`src/rtl/wr_ptr_full_gen.sv`:
```
// Write-side pointer and status generator for the asynchronous FIFO.
// Owns the binary write pointer, publishes a registered gray pointer to the
// read domain, and derives full / almost_full / level / overflow from the
// already-synchronized read gray pointer, all in the write clock domain.
module wr_ptr_full_gen #(
  parameter int unsigned ADDR_W    = 4,
  parameter int unsigned AF_THRESH = 12
) (
  input  logic              clk,
  input  logic              rst,
  input  logic              wr_en,
  input  logic              clr_ovf,
  input  logic [ADDR_W:0]   rd_gray_sync,
  output logic              wr_accept,
  output logic [ADDR_W-1:0] wr_addr,
  output logic [ADDR_W:0]   wr_gray,
  output logic              full,
  output logic              almost_full,
  output logic [ADDR_W:0]   wr_level,
  output logic              overflow
);

  localparam logic [ADDR_W:0] AfThresh = AF_THRESH[ADDR_W:0];

  logic [ADDR_W:0] wbin_q, wbin_d;
  logic [ADDR_W:0] wgray_q, wgray_d;
  logic [ADDR_W:0] level_q, level_d;
  logic [ADDR_W:0] rbin;
  logic [ADDR_W:0] full_cmp;
  logic            full_q, full_d;
  logic            af_q, af_d;
  logic            ovf_q, ovf_d;
  logic            accept;

  // Accept gating: never while full, never while reset is held.
  always_comb begin
    accept = wr_en & ~full_q & ~rst;
  end

  // Gray-to-binary of the synchronized read pointer (xor of all right shifts).
  always_comb begin
    rbin = rd_gray_sync;
    for (int unsigned k = 1; k <= ADDR_W; k++) begin
      rbin = rbin ^ (rd_gray_sync >> k);
    end
  end

  // Next pointer, gray image, level and flags, all computed from the
  // post-write pointer so full asserts on the edge taking the last slot.
  always_comb begin
    wbin_d   = wbin_q + {{ADDR_W{1'b0}}, accept};
    wgray_d  = wbin_d ^ (wbin_d >> 1);
    // Full when write is exactly one lap ahead: top two gray bits inverted.
    full_cmp = {~rd_gray_sync[ADDR_W -: 2], rd_gray_sync[ADDR_W-2:0]};
    full_d   = (wgray_d == full_cmp);
    level_d  = wbin_d - rbin;
    af_d     = (level_d >= AfThresh);
    // Set dominates clear when both happen in one cycle.
    ovf_d    = (ovf_q & ~clr_ovf) | (wr_en & full_q);
  end

  // State registers; wr_gray comes straight off wgray_q for crossing safety.
  always_ff @(posedge clk or posedge rst) begin
    if (rst) begin
      wbin_q  <= '0;
      wgray_q <= '0;
      level_q <= '0;
      full_q  <= 1'b0;
      af_q    <= 1'b0;
      ovf_q   <= 1'b0;
    end else begin
      wbin_q  <= wbin_d;
      wgray_q <= wgray_d;
      level_q <= level_d;
      full_q  <= full_d;
      af_q    <= af_d;
      ovf_q   <= ovf_d;
    end
  end

  // Output mapping.
  always_comb begin
    wr_accept   = accept;
    wr_addr     = wbin_q[ADDR_W-1:0];
    wr_gray     = wgray_q;
    full        = full_q;
    almost_full = af_q;
    wr_level    = level_q;
    overflow    = ovf_q;
  end

endmodule

```
`config.mk`:
```
export PLATFORM = sky130hd
export DESIGN_NAME = wr_ptr_full_gen
export DESIGN_NICKNAME = d
export VERILOG_FILES = /design/src/rtl/wr_ptr_full_gen.sv
export SDC_FILE = /design/constraint.sdc
export NUM_CORES = 1
export LEC_CHECK = 0
export BUFFER_PORTS_ARGS = -buffer_cell sky130_fd_sc_hd__buf_4
export CAP_MARGIN = 20
export CELL_PAD_IN_SITES_DETAIL_PLACEMENT = 0
export CELL_PAD_IN_SITES_GLOBAL_PLACEMENT = 1
export CORE_ASPECT_RATIO = 0.9
export CORE_MARGIN = 2
export CORE_UTILIZATION = 40
export DETAILED_ROUTE_END_ITERATION = 10
export HOLD_SLACK_MARGIN = 0.1
export PLACE_DENSITY_LB_ADDON = 0.12
export SETUP_SLACK_MARGIN = 0.02
export SKIP_LAST_GASP = 1
export SLEW_MARGIN = 30
export SYNTH_ARGS = -nofsm -noshare
export SYNTH_HDL_FRONTEND = slang
export SYNTH_SLANG_ARGS = --single-unit
```
`constraint.sdc`:
```
create_clock -name clk -period 6.7 [get_ports clk]
set_clock_uncertainty 0.2 [all_clocks]
set_input_delay 0.67 -clock clk [delete_from_list [all_inputs] [get_ports clk]]
set_output_delay 0.67 -clock clk [all_outputs]
set_load 0.01 [all_outputs]
```
==> reports/results.tsv <==
metric	value	unit
status	finished clean	
Synth area leaders	dfrtp_1 (48%), xnor2_1 (9.9%), ha_1 (8.5%), xor2_1 (5.9%), inv_1 (3.8%)	
die area	2600	sq um
commonest non-fill, non-tap cells in the layout	buf_4 (26), dfrtp_1 (17), xnor2_1 (10)	
number of iterations in the first detailed-routing pass	2	
RSZ-0062 raised after global routing	false	
crit path kind	input pin to flop	
commonest non-fill, non-tap cell in the layout	buf_4	
VDD IR max	0.212	mV
Post-Route Setup TNS	0	ns
largest net degree at the start of global routing	18	
PD cells	515	nW/um^2
HP Class	input pin to async pin	
sequential area share after synthesis	48.2	%
fmax	349	MHz
Buf+Inv Stages, Crit Path	2	
post-DP HPWL	1240	microns
CP max FO	4	
share of cells above drive strength 1	33.0	%
Clock Latency Late Sink	0.27	ns
routing usage on met2	23.0	%
Avg Cell Area, Syn	11.9	sq um
area growth from synthesis to layout	28.3	%
Wirelength per Cell	11.6	microns
period utilization	42.8	%
Max stage delay on crit path	0.35	ns
Netlist cell types	25	
Fin. Hold Viols	0	
Die Span Y	48.6	microns
largest area contributor in the netlist	dfrtp_1	
M3 GR Usage	2.78	%
Sequential Power Share	30.7	%
first-pass GRT wire length	2720	microns
vias in the first global route	628	
switching part of the total	40.3	%
TritonCTS Sinks	17	
end-of-flow core utilization	52.9	%
critical path, cell by cell	buf_4, nor3b_1, ha_1, ha_1, xnor2_2, inv_1, ha_1, a31oi_1, a21oi_1, o311ai_1	
clock power share	8.9	%
GPL Wtd Cong	0.771	
Ports	27	
sw power	0.000235	W
share of the synthesized area in the top cell type	48.2	%
Starting Density	41.2	%
initial antenna violation count	0	
Mapped Cells	74	
register bit total from synthesis	17	
CP Launch Type	input pin	
Port Buffers	26	
met1 usage	19.4	%
core area	2140	sq um
Slew headroom	59.0	%
final wirelength	1510	microns
part of the power in combinational logic	60.4	%
post_cts resized	0	
overall routing resource usage	14.3	%
clock root cell	clkbuf_4	
cts hold-fix bufs	0	
CTS clock-pin slew for the worst setup and hold paths	0.09	ns
Core Rows	16	
Max Buffers Root-to-Sink	2	
Critical Path Sink Type	flop	
CTS tree	built	
Nets	119	
Async S/R FF share, synth	100	%
CP most frequent cell	ha_1	
Worst path slowest cell	ha_1	
vias per inst	4.62	
Largest delay share family, worst path	adder cells	
CTS buffer count	3	
Data arrival, critical path	2.85	ns
leakage	0.552	nW
# H-tree levels	1	
# setup viols final	0	
max-slew violation count	0	
Net Count, Synth	89	
Netlist Area Pre-Place	883	sq um
via count	601	
diode count	0	
top_reg_cell synth	dfrtp_1	
grt peak-use layer	met2	
DRC violations left	0	
Critical Path RT	6.68	ns
Cell Int Power	0.000348	W
total grt overflow	0	
MaxCap Viol Count	0	
Synth Warn #	0	
Worst Tran Pin Value	0.614	ns
Final min period	2.87	ns
initial drt markers	2	
Post-synth EDFFs	0	
Die Span X	53.5	microns
Setup Buffers After CTS	0	
Final ANT Viol Nets	0	
[cell families (layout without fill, tap and decap cells)]
logic type,count (synthesis),in the layout,synth area share (%)
AO/OA/AOI/OAI,9,9,7.79
XOR/XNOR,20,20,24.1
adder cells (fa/ha/maj),6,6,8.50
buffers and inverters,10,39,4.39
flip-flops,17,17,48.2
AND/OR/NAND/NOR,12,12,7.08
[cell type report]
class / instances / area (sq um)
timing repair buffer: 26 / 195
sequential: 17 / 425
tap: 27 / 33.8
inverter: 9 / 33.8
multi-input combinational: 47 / 419
clock buffer: 4 / 26.3
fill: 203 / 1010
[state kept, by name (all words and copies together) (netlist names)]
signal	cells
wr_level	5
wr_gray	4
almost_full	1
overflow	1
wbin_q	5
full	1
[Yosys cell counts, drive strengths merged (2+ instances only)]
cell type	n
nor2	2
a21oi	2
nand3	3
xnor2	12
nand2	2
xor2	7
dfrtp	17
ha	6
a2111oi	2
inv	9
[power by group through the flow]
stage | combinational, W | sequential (W) | clock, W
final | 0.000353 | 0.000179 | 0.0000517
after global routing | 0.000395 | 0.000186 | 0.0000621
after CTS | 0.000359 | 0.000180 | 0.0000541
after detailed placement | 0.000357 | 0.000182 | 0
after global placement | 0.000354 | 0.000181 | 0
after floorplan | 0.000209 | 0.000206 | 0
[metal layers]
metal,wire [microns],vias to the layer above
met1,689,287
met3,65,0
met5,0,-
met4,0,0
li1,-,304
met2,753,10
[through the flow]
stage / cell area (sq um) / hold slack [ns] / setup WS (ns) / cells / power (W)
6_report: 1130 / 0.273 / 3.83 / 130 / 0.000583
5_1_grt: 1130 / 0.312 / 3.61 / 130 / 0.000643
4_1_cts: 1130 / 0.291 / 3.84 / 130 / 0.000592
3_5_place_dp: 1110 / 0.324 / 3.55 / 126 / 0.000539
3_3_place_gp: 1110 / 0.314 / 3.61 / 126 / 0.000535
2_1_floorplan: 883 / 0.331 / 3.66 / 74 / 0.000415
[worst paths after layout]
kind                       from           to  slack [ns]  cells after the start
max in group asynchronous   rst  almost_full        5.63                      2
setup reg to reg           full  almost_full        3.94                      9
hold reg to reg            full     overflow        0.34                      2
hold / removal              rst    wbin_q[0]        0.27                      2
setup / recovery            rst  almost_full        3.83                     10
min in group clk           full     overflow        0.34                      2
No activity file was read; power rests on OpenSTA's default activity.
